$ cat src/rtl/llc_cache_ctrl_pkg.sv
// Shared types and width helpers for the LLC tag controller.
// Command and FSM state encodings plus address-split width derivation.
package cache_define;

   typedef enum logic [2:0] {
      READ       = 3'd0,
      WRITE      = 3'd1,
      INVALIDATE = 3'd2,
      CLEAR      = 3'd3
   } cache_cmd_t;

   typedef enum logic [1:0] {
      IDLE,
      LOOKUP,
      SWEEP
   } ctrl_state_t;

   function automatic int off_w(input int line_bytes);
      return $clog2(line_bytes);
   endfunction

   function automatic int idx_w(input int sets);
      return $clog2(sets);
   endfunction

   function automatic int tag_w(input int addr_w, input int sets, input int line_bytes);
      return addr_w - idx_w(sets) - off_w(line_bytes);
   endfunction

endpackage

$ cat src/rtl/llc_cache_ctrl_if.sv
// Command/response bus between the trace-driven command source and the LLC tag controller.
interface llc_cache_ctrl_if import cache_define::*; #(
   parameter int ADDR_W     = 32,
   parameter int SETS       = 4,
   parameter int WAYS       = 4,
   parameter int LINE_BYTES = 64,
   parameter int CNT_W      = 32
);
   localparam int TAG_W = tag_w(ADDR_W, SETS, LINE_BYTES);
   localparam int WAY_W = $clog2(WAYS);

   logic              req_valid;
   logic              req_ready;
   logic [2:0]        req_cmd;
   logic [ADDR_W-1:0] req_addr;
   logic              rsp_valid;
   logic              rsp_hit;
   logic [WAY_W-1:0]  rsp_way;
   logic              rsp_evict;
   logic [TAG_W-1:0]  rsp_evict_tag;
   logic              rsp_evict_dirty;
   logic              rsp_err;
   logic [CNT_W-1:0]  hit_count;
   logic [CNT_W-1:0]  miss_count;

   modport master (
      output req_valid, req_cmd, req_addr,
      input  req_ready, rsp_valid, rsp_hit, rsp_way, rsp_evict, rsp_evict_tag,
             rsp_evict_dirty, rsp_err, hit_count, miss_count
   );

   modport slave (
      input  req_valid, req_cmd, req_addr,
      output req_ready, rsp_valid, rsp_hit, rsp_way, rsp_evict, rsp_evict_tag,
             rsp_evict_dirty, rsp_err, hit_count, miss_count
   );

endinterface

$ cat src/rtl/llc_cache_ctrl_plru_tree.sv
// Tree-PLRU for one set: victim pick (lowest invalid way, else follow the tree)
// and the updated tree bits after touching acc_way. Purely combinational.
module plru_tree #(
   parameter  int WAYS  = 4,
   localparam int WAY_W = $clog2(WAYS)
) (
   input  logic [WAYS-2:0]  plru,
   input  logic [WAYS-1:0]  valid,
   input  logic [WAY_W-1:0] acc_way,
   output logic [WAY_W-1:0] victim,
   output logic [WAYS-2:0]  plru_nxt
);

   always_comb begin : victim_sel
      logic found;
      logic b;
      int   node;
      victim = '0;
      found  = 1'b0;
      node   = 0;
      b      = 1'b0;
      for (int w = WAYS - 1; w >= 0; w--) begin
         if (!valid[w]) begin
            victim = WAY_W'(w);
            found  = 1'b1;
         end
      end
      // Walk root to leaf; each bit picked is the next MSB of the victim way.
      if (!found) begin
         for (int l = 0; l < WAY_W; l++) begin
            b = 1'b0;
            for (int n = 0; n < WAYS - 1; n++)
               if (n == node) b = plru[n];
            victim[WAY_W-1-l] = b;
            node = 2 * node + 1 + int'(b);
         end
      end
   end

   always_comb begin : plru_upd
      int node;
      plru_nxt = plru;
      node     = 0;
      for (int l = 0; l < WAY_W; l++) begin
         node = (1 << l) - 1 + int'(acc_way >> (WAY_W - l));
         for (int n = 0; n < WAYS - 1; n++)
            if (n == node) plru_nxt[n] = ~acc_way[WAY_W-1-l];
      end
   end

endmodule

$ cat src/rtl/llc_cache_ctrl.sv
// Set-associative LLC tag controller: one command per handshake, response one
// cycle after acceptance, tree-PLRU replacement, saturating hit/miss stats.
module llc_cache_ctrl import cache_define::*; #(
   parameter int ADDR_W     = 32,
   parameter int SETS       = 4,
   parameter int WAYS       = 4,
   parameter int LINE_BYTES = 64,
   parameter int CNT_W      = 32
) (
   input logic            clk,
   input logic            rst,
   llc_cache_ctrl_if.slave bus
);
   localparam int OFF_W = off_w(LINE_BYTES);
   localparam int IDX_W = idx_w(SETS);
   localparam int TAG_W = tag_w(ADDR_W, SETS, LINE_BYTES);
   localparam int WAY_W = $clog2(WAYS);

   ctrl_state_t state_q, state_d;
   logic              req_ready, accept;
   logic [2:0]        cmd_q;
   logic [ADDR_W-1:0] addr_q;
   logic [IDX_W-1:0]  set_cnt;

   logic [SETS-1:0][WAYS-1:0]            valid_q, dirty_q;
   logic [SETS-1:0][WAYS-1:0][TAG_W-1:0] tag_q;
   logic [SETS-1:0][WAYS-2:0]            plru_q;

   logic [IDX_W-1:0] lk_idx;
   logic [TAG_W-1:0] lk_tag;
   logic             lk_hit;
   logic [WAY_W-1:0] hit_way, victim, acc_way;
   logic [WAYS-2:0]  plru_upd;
   logic             unused_off;

   assign lk_idx     = addr_q[OFF_W +: IDX_W];
   assign lk_tag     = addr_q[ADDR_W-1 -: TAG_W];
   assign unused_off = ^addr_q[OFF_W-1:0];

   always_comb begin
      lk_hit  = 1'b0;
      hit_way = '0;
      for (int w = 0; w < WAYS; w++) begin
         if (valid_q[lk_idx][w] && tag_q[lk_idx][w] == lk_tag) begin
            lk_hit  = 1'b1;
            hit_way = WAY_W'(w);
         end
      end
   end

   assign acc_way = lk_hit ? hit_way : victim;

   plru_tree #(.WAYS(WAYS)) u_plru (
      .plru     (plru_q[lk_idx]),
      .valid    (valid_q[lk_idx]),
      .acc_way  (acc_way),
      .victim   (victim),
      .plru_nxt (plru_upd)
   );

   always_ff @(posedge clk or posedge rst) begin
      if (rst) state_q <= IDLE;
      else     state_q <= state_d;
   end

   always_comb begin
      state_d = state_q;
      case (state_q)
         IDLE:    if (accept) state_d = (bus.req_cmd == CLEAR) ? SWEEP : LOOKUP;
         LOOKUP:  state_d = IDLE;
         SWEEP:   if (set_cnt == IDX_W'(SETS - 1)) state_d = IDLE;
         default: state_d = IDLE;
      endcase
   end

   always_comb begin
      req_ready = (state_q == IDLE);
      accept    = req_ready && bus.req_valid;
   end

   assign bus.req_ready = req_ready;

   always_ff @(posedge clk or posedge rst) begin
      if (rst) begin
         cmd_q               <= '0;
         addr_q              <= '0;
         set_cnt             <= '0;
         valid_q             <= '0;
         dirty_q             <= '0;
         tag_q               <= '0;
         plru_q              <= '0;
         bus.rsp_valid       <= 1'b0;
         bus.rsp_hit         <= 1'b0;
         bus.rsp_way         <= '0;
         bus.rsp_evict       <= 1'b0;
         bus.rsp_evict_tag   <= '0;
         bus.rsp_evict_dirty <= 1'b0;
         bus.rsp_err         <= 1'b0;
         bus.hit_count       <= '0;
         bus.miss_count      <= '0;
      end else begin
         // Response fields are only meaningful in the rsp_valid cycle.
         bus.rsp_valid       <= 1'b0;
         bus.rsp_hit         <= 1'b0;
         bus.rsp_way         <= '0;
         bus.rsp_evict       <= 1'b0;
         bus.rsp_evict_tag   <= '0;
         bus.rsp_evict_dirty <= 1'b0;
         bus.rsp_err         <= 1'b0;
         if (accept) begin
            cmd_q   <= bus.req_cmd;
            addr_q  <= bus.req_addr;
            set_cnt <= '0;
         end
         case (state_q)
            LOOKUP: begin
               bus.rsp_valid <= 1'b1;
               case (cmd_q)
                  READ, WRITE: begin
                     bus.rsp_hit    <= lk_hit;
                     bus.rsp_way    <= acc_way;
                     plru_q[lk_idx] <= plru_upd;
                     if (lk_hit) begin
                        if (cmd_q == WRITE) dirty_q[lk_idx][hit_way] <= 1'b1;
                        if (~&bus.hit_count) bus.hit_count <= bus.hit_count + CNT_W'(1);
                     end else begin
                        if (valid_q[lk_idx][victim]) begin
                           bus.rsp_evict       <= 1'b1;
                           bus.rsp_evict_tag   <= tag_q[lk_idx][victim];
                           bus.rsp_evict_dirty <= dirty_q[lk_idx][victim];
                        end
                        valid_q[lk_idx][victim] <= 1'b1;
                        dirty_q[lk_idx][victim] <= (cmd_q == WRITE);
                        tag_q[lk_idx][victim]   <= lk_tag;
                        if (~&bus.miss_count) bus.miss_count <= bus.miss_count + CNT_W'(1);
                     end
                  end
                  INVALIDATE: begin
                     bus.rsp_hit <= lk_hit;
                     if (lk_hit) begin
                        bus.rsp_way              <= hit_way;
                        bus.rsp_evict            <= 1'b1;
                        bus.rsp_evict_tag        <= tag_q[lk_idx][hit_way];
                        bus.rsp_evict_dirty      <= dirty_q[lk_idx][hit_way];
                        valid_q[lk_idx][hit_way] <= 1'b0;
                        dirty_q[lk_idx][hit_way] <= 1'b0;
                     end
                  end
                  default: bus.rsp_err <= 1'b1;
               endcase
            end
            SWEEP: begin
               valid_q[set_cnt] <= '0;
               dirty_q[set_cnt] <= '0;
               plru_q[set_cnt]  <= '0;
               set_cnt          <= set_cnt + IDX_W'(1);
               if (set_cnt == IDX_W'(SETS - 1)) bus.rsp_valid <= 1'b1;
            end
            default: ;
         endcase
      end
   end

endmodule

$ cat src/flat_wrapper.sv
// flat-port wrapper written by rule: the top's interface ports become plain ports
module llc_cache_ctrl_flat import cache_define::*;
#(
   parameter int ADDR_W     = 32,
   parameter int SETS       = 4,
   parameter int WAYS       = 4,
   parameter int LINE_BYTES = 64,
   parameter int CNT_W      = 32
)
  (clk, rst, bus_req_valid, bus_req_cmd, bus_req_addr, bus_req_ready, bus_rsp_valid, bus_rsp_hit, bus_rsp_way, bus_rsp_evict, bus_rsp_evict_tag, bus_rsp_evict_dirty, bus_rsp_err, bus_hit_count, bus_miss_count);
  llc_cache_ctrl_if #(.ADDR_W(ADDR_W), .SETS(SETS), .WAYS(WAYS), .LINE_BYTES(LINE_BYTES), .CNT_W(CNT_W)) bus_i ();
  input logic clk;
  input logic rst;
  input wire logic [$bits(bus_i.req_valid)-1:0] bus_req_valid;
  input wire logic [$bits(bus_i.req_cmd)-1:0] bus_req_cmd;
  input wire logic [$bits(bus_i.req_addr)-1:0] bus_req_addr;
  output wire logic [$bits(bus_i.req_ready)-1:0] bus_req_ready;
  output wire logic [$bits(bus_i.rsp_valid)-1:0] bus_rsp_valid;
  output wire logic [$bits(bus_i.rsp_hit)-1:0] bus_rsp_hit;
  output wire logic [$bits(bus_i.rsp_way)-1:0] bus_rsp_way;
  output wire logic [$bits(bus_i.rsp_evict)-1:0] bus_rsp_evict;
  output wire logic [$bits(bus_i.rsp_evict_tag)-1:0] bus_rsp_evict_tag;
  output wire logic [$bits(bus_i.rsp_evict_dirty)-1:0] bus_rsp_evict_dirty;
  output wire logic [$bits(bus_i.rsp_err)-1:0] bus_rsp_err;
  output wire logic [$bits(bus_i.hit_count)-1:0] bus_hit_count;
  output wire logic [$bits(bus_i.miss_count)-1:0] bus_miss_count;
  assign bus_i.req_valid = bus_req_valid;
  assign bus_i.req_cmd = bus_req_cmd;
  assign bus_i.req_addr = bus_req_addr;
  assign bus_req_ready = bus_i.req_ready;
  assign bus_rsp_valid = bus_i.rsp_valid;
  assign bus_rsp_hit = bus_i.rsp_hit;
  assign bus_rsp_way = bus_i.rsp_way;
  assign bus_rsp_evict = bus_i.rsp_evict;
  assign bus_rsp_evict_tag = bus_i.rsp_evict_tag;
  assign bus_rsp_evict_dirty = bus_i.rsp_evict_dirty;
  assign bus_rsp_err = bus_i.rsp_err;
  assign bus_hit_count = bus_i.hit_count;
  assign bus_miss_count = bus_i.miss_count;
  llc_cache_ctrl #(.ADDR_W(ADDR_W), .SETS(SETS), .WAYS(WAYS), .LINE_BYTES(LINE_BYTES), .CNT_W(CNT_W)) u_core (.clk(clk), .rst(rst), .bus(bus_i));
endmodule
$ cat config.mk
export PLATFORM = sky130hd
export DESIGN_NAME = llc_cache_ctrl_flat
export DESIGN_NICKNAME = d
export VERILOG_FILES = /design/src/rtl/llc_cache_ctrl_pkg.sv /design/src/rtl/llc_cache_ctrl_if.sv /design/src/rtl/llc_cache_ctrl_plru_tree.sv /design/src/rtl/llc_cache_ctrl.sv /design/src/flat_wrapper.sv
export SDC_FILE = /design/constraint.sdc
export NUM_CORES = 2
export LEC_CHECK = 0
export CAP_MARGIN = 0
export CORE_MARGIN = 2
export CORE_UTILIZATION = 60
export DETAILED_ROUTE_END_ITERATION = 7
export PLACE_DENSITY = 0.86
export SETUP_SLACK_MARGIN = 0.2
export SLEW_MARGIN = 10
export SYNTH_ARGS = -nofsm -noshare
export SYNTH_HDL_FRONTEND = slang
export SYNTH_SLANG_ARGS = --single-unit
export TNS_END_PERCENT = 30
$ cat constraint.sdc
create_clock -name clk -period 21.1 [get_ports clk]
set_clock_uncertainty 0.05 [all_clocks]
set_input_delay 2.11 -clock clk [delete_from_list [all_inputs] [get_ports clk]]
set_output_delay 2.11 -clock clk [all_outputs]
set_load 0.02 [all_outputs]
# Yosys cells after proc, flatten, opt, wreduce, memory -nomap -nowiden
# Cells that the tools add are included.
# word_totals
reg_bits	562
elab_cells	220
out_inout_bits	96
in_bits	38
# classes
n_mux	104
n_addsub	5
n_reduce_logical	26
bitwise_logic	15
eq_ne	21
order_cmp	8
# ops
op	n
384-bit bitwise mux	1
96-bit binary-select mux with 2-bit select	1
96-bit demux with 2-bit select	1
96-bit 2-to-1 mux	2
24-bit 2-to-1 mux	7
16-bit case mux with 2 select lines	4
24-bit binary-select mux with 2-bit select	2
24-bit == test	4
16-bit 2-to-1 mux	5
32-bit by 1-bit adder with 32-bit output (second input constant)	2
16-bit AND	4
32-bit zero test	2
32-bit AND reduction	2
24-bit demux with 2-bit select	1
24-bit case mux with 2 select lines	1
1-bit 2-to-1 mux	34
16-bit inverter	2
16-bit OR	2
2-bit 2-to-1 mux	15
4-bit demux with 2-bit select	3
12-bit case mux with 2 select lines	1
4-bit 2-to-1 mux	5
4-bit binary-select mux with 2-bit select	2
16-bit bitwise mux	1
36 further kinds	75

# Depth between registers and ports, before layout
# logic_depth
ltp_word	23
mapped_depth	17
depth_no_buf	10

# By module
# A second synthesis with hierarchy kept.
# unflattened
hier_cells	2524
hier_area_um2	29248.1
# modules_own_cells
mod	instances	cells_per_inst	seq_area_each_um2	area_each_um2
llc_cache_ctrl	1	2512	13913.3	29180.5
plru_tree	1	12	0.0	67.6

# Worst setup path before layout
# Ideal clock, no wire load.
# synth_timing
path_kind	flip-flop to flip-flop
start	register u_core.addr_q[6]
end	register u_core.tag_q[144] in the netlist's numbering
required_ps	20925
setup_ps	125
stages_incl_launch_ff	16
arrival_ps	3761
n_path_buf	6
synth_period_minus_slack_ps	3936
path_slack_ps	17164
path_cell_list	dfrtp_1 > buf_4 > buf_4 > buf_2 > mux4_2 > xnor2_1 > nand2_1 > nor2_1 > and4b_1 > clkbuf_1 > a2111oi_4 > nand2_4 > buf_4 > nor3_4 > buf_6 > mux2_2
# synth_between
elab_chain_cells	16
word_cells_on_any_way	48
classes_between	add/sub (1); order compare (4); eq/ne (6); mux (28); bitwise (1); reduce/logical (8)
# synth_lines
element	line	text
start, declared	llc_cache_ctrl.sv:22	logic [ADDR_W-1:0] addr_q;
start signal, assigned	llc_cache_ctrl.sv:112	addr_q <= bus.req_addr;
3-bit binary-select mux with 2-bit select	llc_cache_ctrl.sv:54	.plru (plru_q[lk_idx]),
3-bit 2-to-1 mux (not written as such)	llc_cache_ctrl.sv:54	
1-bit 2-to-1 mux	llc_cache_ctrl_plru_tree.sv:29	if (!found) begin
1-bit by 1-bit adder with 2-bit output	llc_cache_ctrl_plru_tree.sv:35	node = 2 * node + 1 + int'(b);
32-bit zero test	llc_cache_ctrl_plru_tree.sv:33	if (n == node) b = plru[n];
1-bit 2-to-1 mux (3 in a row)	llc_cache_ctrl_plru_tree.sv:33	
2-bit 2-to-1 mux	llc_cache_ctrl_plru_tree.sv:29	
2-bit by 3-bit less-than comparator with 1-bit output (not written as such) or 2-bit by 1-bit >= comparator with 1-bit output (tied branches)	llc_cache_ctrl.sv:134	tag_q[lk_idx][victim] <= lk_tag;
1-bit logical AND (not written as such)	llc_cache_ctrl.sv:134	
24-bit 2-to-1 mux (not written as such)	llc_cache_ctrl.sv:134	
24-bit demux with 2-bit select	n/a	
96-bit 2-to-1 mux (not written as such)	llc_cache_ctrl.sv:134	
96-bit demux with 2-bit select	n/a	
384-bit bitwise mux	llc_cache_ctrl.sv:134	
end signal, assigned by index	llc_cache_ctrl.sv:134	
end, declared	llc_cache_ctrl.sv:26	logic [SETS-1:0][WAYS-1:0][TAG_W-1:0] tag_q;
# Several ways; a longest one is shown, not always the timed one. The select of a mux whose other input is x is not followed.
# A chain may end at the register's enable or synchronous reset.

# Worst setup path in the final report
# layout_timing
start	register u_core.addr_q[7]
end	register u_core.bus.rsp_evict_tag[6]
# layout_between
elab_chain_cells	15
word_cells_on_any_way	49
classes_between	add/sub (1); eq/ne (6); mux (37); reduce/logical (5)
# layout_lines
element	line	text
3-bit binary-select mux with 2-bit select	llc_cache_ctrl.sv:54	
3-bit 2-to-1 mux (not written as such)	llc_cache_ctrl.sv:54	
1-bit 2-to-1 mux	llc_cache_ctrl_plru_tree.sv:29	
1-bit by 1-bit adder with 2-bit output	llc_cache_ctrl_plru_tree.sv:35	
32-bit zero test	llc_cache_ctrl_plru_tree.sv:33	
1-bit 2-to-1 mux (3 in a row)	llc_cache_ctrl_plru_tree.sv:33	
2-bit 2-to-1 mux	llc_cache_ctrl_plru_tree.sv:29	
24-bit binary-select mux with 2-bit select or 1-bit binary-select mux with 2-bit select (tied branches)	llc_cache_ctrl.sv:129, llc_cache_ctrl.sv:127	
24-bit 2-to-1 mux (not written as such) or 1-bit 2-to-1 mux (tied branches)	llc_cache_ctrl.sv:129, llc_cache_ctrl.sv:127	
24-bit 2-to-1 mux	llc_cache_ctrl.sv:127	if (valid_q[lk_idx][victim]) begin
24-bit 2-to-1 mux	llc_cache_ctrl.sv:123	if (lk_hit) begin
24-bit case mux with 2 select lines (*)	llc_cache_ctrl.sv:118	case (cmd_q)
24-bit 2-to-1 mux (*)	llc_cache_ctrl.sv:115	case (state_q)
end signal, assigned	llc_cache_ctrl.sv:129	bus.rsp_evict_tag <= tag_q[lk_idx][victim];
end signal, assigned	llc_cache_ctrl.sv:143	bus.rsp_evict_tag <= tag_q[lk_idx][hit_way];
end, declared	llc_cache_ctrl_if.sv:34	output req_ready, rsp_valid, rsp_hit, rsp_way, rsp_evict, rsp_evict_tag,
# Every way passes the cells marked *; elsewhere a longest branch is shown, timed or not. The select of a mux whose other input is x is not followed.

==> implementation parameters <==
Parameter                              Value

Global route
  GRT busiest layer ... met2
  Total congestion overflow after global routing ... 0
  GR met1 Demand/Resource ... a little under half
  Number of antenna violations at the first check in global routing ... 0
  Pin count of the biggest net entering global routing ... ~130
  Number of global-route vias before repair ... 22580
  Global-route wire length before repair ... 136600 um
  GRT Util Overall ... 35.28%
  Global Route met3 Usage ... between 7 and 8%
  Routing usage on met2 ... 55.26%

Worst setup path
  Startpoint-to-endpoint class of the critical path ... register to register
  Register-to-Register Setup Slack ... 13.90 ns
  Critical path launch point type ... register
  Data required time of the critical path ... 21.56 ns
  Critical Path AT ... 7.66 ns
  Type of destination of the critical path ... register
  Largest driver fanout on the critical path ... 125

CTS
  Cts bufs inserted ... 57
  Number of gates resized after CTS ... 0
  Clock root buffer ... sky130_fd_sc_hd__clkbuf_16
  Insertion delay of the later-clocked pin in the worst-skew pair ... 0.63 ns
  Clock slew at reported path FFs ... ~0.060 ns
  Worst-case clock buffer depth ... 3
  Clk sink count ... about 560
  Post-CTS setup buffers ... 0
  CTS tree ... done
  H-tree lvl count ... 2
  Number of hold buffers added after cts ... 0

Routing
  Residual DRC count ... 0
  Via/cell ratio ... roughly 6.8
  Post-DRT Antenna Nets ... 0
  Average wire per standard cell ... 27.36 um
  Via total after detailed routing ... between 20000 and 25000
  First-pass detailed-route iteration total ... 7
  Final Routed Wirelength ... 89470 um
  Count of routing violations after the opening detailed-route iteration ... ~2400

Floorplanning
  Placeable core region ... 48950 um2
  Number of placement rows ... 81
  Die boundary width ... 226.7 um
  Die Span Y ... 226.7 um
  Initial core utilization ... 60.79%
  I/O Pins ... ~130
  Floorplan die area ... 51390 um2

Synthesis
  Post-Synthesis Cell Area ... 29760 um2
  Cells after synthesis ... 2525
  Sequential share of the synthesized area ... 46.76%
  Share of synthesized flip-flops with an asynchronous set or reset ... 100.0%
  Synth Warn # ... 0
  Most used flip-flop cell after synthesis ... sky130_fd_sc_hd__dfrtp_1
  Count of unique library cells instantiated by Yosys ... 75
  Mean area per synthesized cell ... 11.78 um2
  EDFF count, synth ... 0
  Nets in the synthesized netlist ... 2572
  Synthesis-stage register bit count ... approximately 560

Timing
  Relative slew margins ... 6.987%
  Final hold violation count ... 0
  Max Fclk ... ~140 MHz
  Transition time at the pin with the least slew margin ... 1.391 ns
  Clock period minus final worst setup slack ... 7.196 ns
  RSZ-0062 raised after global routing ... false
  Setup TNS ... 0 ns
  Finish-stage setup viols ... 0
  Portion of the clock cycle consumed by the worst path in the final layout ... 34.10%
  Worst hold margin ... 0.4455 ns
  Max-slew violation count ... 0

Placed design
  Total of buffers placed on input and output ports ... 127
  Routability Congestion ... between 0.9 and 1
  Hpwl dp ... 57660 um

Job
  Maxcap violations ... 0

Finish
  Filler cells ... approximately 3400
  Antenna cells ... 0
  Area added between synthesis and finish ... 12.53%
  Share of final-layout standard cells stronger than drive strength 1 ... 27.28%
  Final net count ... 2605

Power and ir drop
  Pleak ... 14.65 nW
  Power density over the cells ... around 130 nW/um2
  Final total power ... 4.476 mW
  Peak supply drop ... approximately 0.00010 V

Worst hold path
  HP Class ... register to register

Outcome
  Result of the run ... finished clean
[critical path: stages, from the launching register on]
cell and delay [ns]:
sky130_fd_sc_hd__dfrtp_4 0.57, sky130_fd_sc_hd__buf_12 0.59, sky130_fd_sc_hd__buf_4 0.80, sky130_fd_sc_hd__mux4_2 0.65
sky130_fd_sc_hd__xnor2_1 0.39, sky130_fd_sc_hd__nand4_1 0.24, sky130_fd_sc_hd__nor4b_1 0.44, sky130_fd_sc_hd__or3b_1 0.42
sky130_fd_sc_hd__or2_2 0.53, sky130_fd_sc_hd__a41oi_2 0.88, sky130_fd_sc_hd__buf_4 0.44, sky130_fd_sc_hd__a21boi_0 0.31
sky130_fd_sc_hd__o211ai_1 0.16, sky130_fd_sc_hd__a21oi_1 0.29
[placed cells by master, fill, tap and decap left out, drive strengths merged, types with 9 or more instances in the layout]
master	count
a22o	12
bufinv	14
nand4	43
ha	9
mux4	88
inv	41
a21oi	60
o21a	9
clkbuf	75
and2	10
o211ai	45
nand3	67
clkdlybuf4s50	127
xor2	21
a31oi	13
nand2	201
o31ai	16
xnor2	122
a22oi	12
and4	14
dfrtp	556
a21o	15
o22ai	16
o221ai	12
buf	49
nor2b	13
mux2i	80
nor2	112
mux2	443
clkinv	15
a211oi	21
nor3	44
o2111ai	15
nor4	16
nand2b	19
o21ai	84
and3	16
o2bb2ai	15
[report_power, final]
part | switching [mW] | internal [mW]
clock network | 0.439 | 0.720
logic | 0.966 | 0.703
registers | 0.299 | 1.35
total | 1.70 | 2.77
[metrics by stage]
stage	setup slack, ns	utilization [%]	instances	area, um2
after floorplan	3.393	-	2525	29760
after global placement	14.34	63.95	3163	31300
after detailed placement	14.21	63.95	3163	31300
after CTS	14.09	68.40	3270	33480
after global routing	13.86	68.40	3270	33480
final	13.90	68.40	3270	33480
[cell type report]
cell class	count	area [um2]	share of cell area (%)
flip-flops and latches	556	13920	41.57
repair buffers	176	1655	4.944
clock inverters	32	530.5	1.584
multi-input cells	1727	14740	44.03
clock buffers	75	1647	4.917
well taps	664	830.8	2.481
inverters	40	157.7	0.4708
[synth_stat cells (all sizes together), types with 15 or more instances]
| cell | instances | area, um2 |
|---|---|---|
| dfrtp | 556 | 13910 |
| mux2 | 443 | 4989 |
| nand2 | 201 | 762.0 |
| clkbuf | 127 | 476.7 |
| xnor2 | 122 | 1069 |
| nor2 | 112 | 435.4 |
| mux4 | 88 | 1982 |
| o21ai | 84 | 420.4 |
| mux2i | 80 | 800.8 |
| buf | 75 | 543.0 |
| nand3 | 67 | 340.3 |
| a21oi | 60 | 300.3 |
| o211ai | 45 | 337.8 |
| nor3 | 44 | 300.3 |
| nand4 | 43 | 269.0 |
| inv | 40 | 150.1 |
| a211oi | 21 | 157.7 |
| xor2 | 21 | 183.9 |
| nand2b | 19 | 118.9 |
| and3 | 16 | 100.1 |
| nor4 | 16 | 106.4 |
| o22ai | 16 | 100.1 |
| o31ai | 16 | 125.1 |
| a21o | 15 | 112.6 |
| o2111ai | 15 | 148.9 |
| o2bb2ai | 15 | 131.4 |
[kinds of logic (layout without fill, tap and decap cells)]
family,count (synthesis),after routing,share of synthesized area (%)
AOI/OAI and AO/OA,377,377,8.675
muxes,611,611,26.12
xor gates and xnor gates,143,143,4.209
buffers and inverters,242,323,3.932
adders and majority gates,9,9,0.3784
DFF,556,556,46.76
and+or+nand+nor,587,587,9.932
[path summary, 6_finish.rpt]
check,start,endpoint,cells past startpoint
min in group asynchronous,rst,u_core.bus.miss_count[17],2
max,u_core.addr_q[7],u_core.bus.rsp_evict_tag[6],13
min reg2reg,u_core.valid_q[9],u_core.valid_q[9],1
max in group asynchronous,rst,u_core.tag_q[159],5
max reg2reg,u_core.addr_q[7],u_core.bus.rsp_evict_tag[6],13
min,u_core.valid_q[9],u_core.valid_q[9],1
[metal layers]
layer	wire (um)	share of wire, %
met5	0	0
met1	33800	38
met2	41650	47
met4	5549	6.2
met3	8472	9.5
[flip-flops by register name (all words and copies together) (netlist names)]
register	count
u_core.tag_q	384
u_core.cmd_q	3
u_core.bus.rsp_hit	1
u_core.dirty_q	16
u_core.bus.miss_count	32
u_core.set_cnt	2
u_core.valid_q	16
u_core.bus.rsp_evict_tag	24
u_core.bus.rsp_err	1
u_core.bus.rsp_valid	1
u_core.bus.rsp_evict	1
u_core.bus.rsp_way	2
u_core.addr_q	26
u_core.state_q	2
u_core.bus.hit_count	32
u_core.bus.rsp_evict_dirty	1
u_core.plru_q	12
No activity file was read; power rests on OpenSTA's default activity.
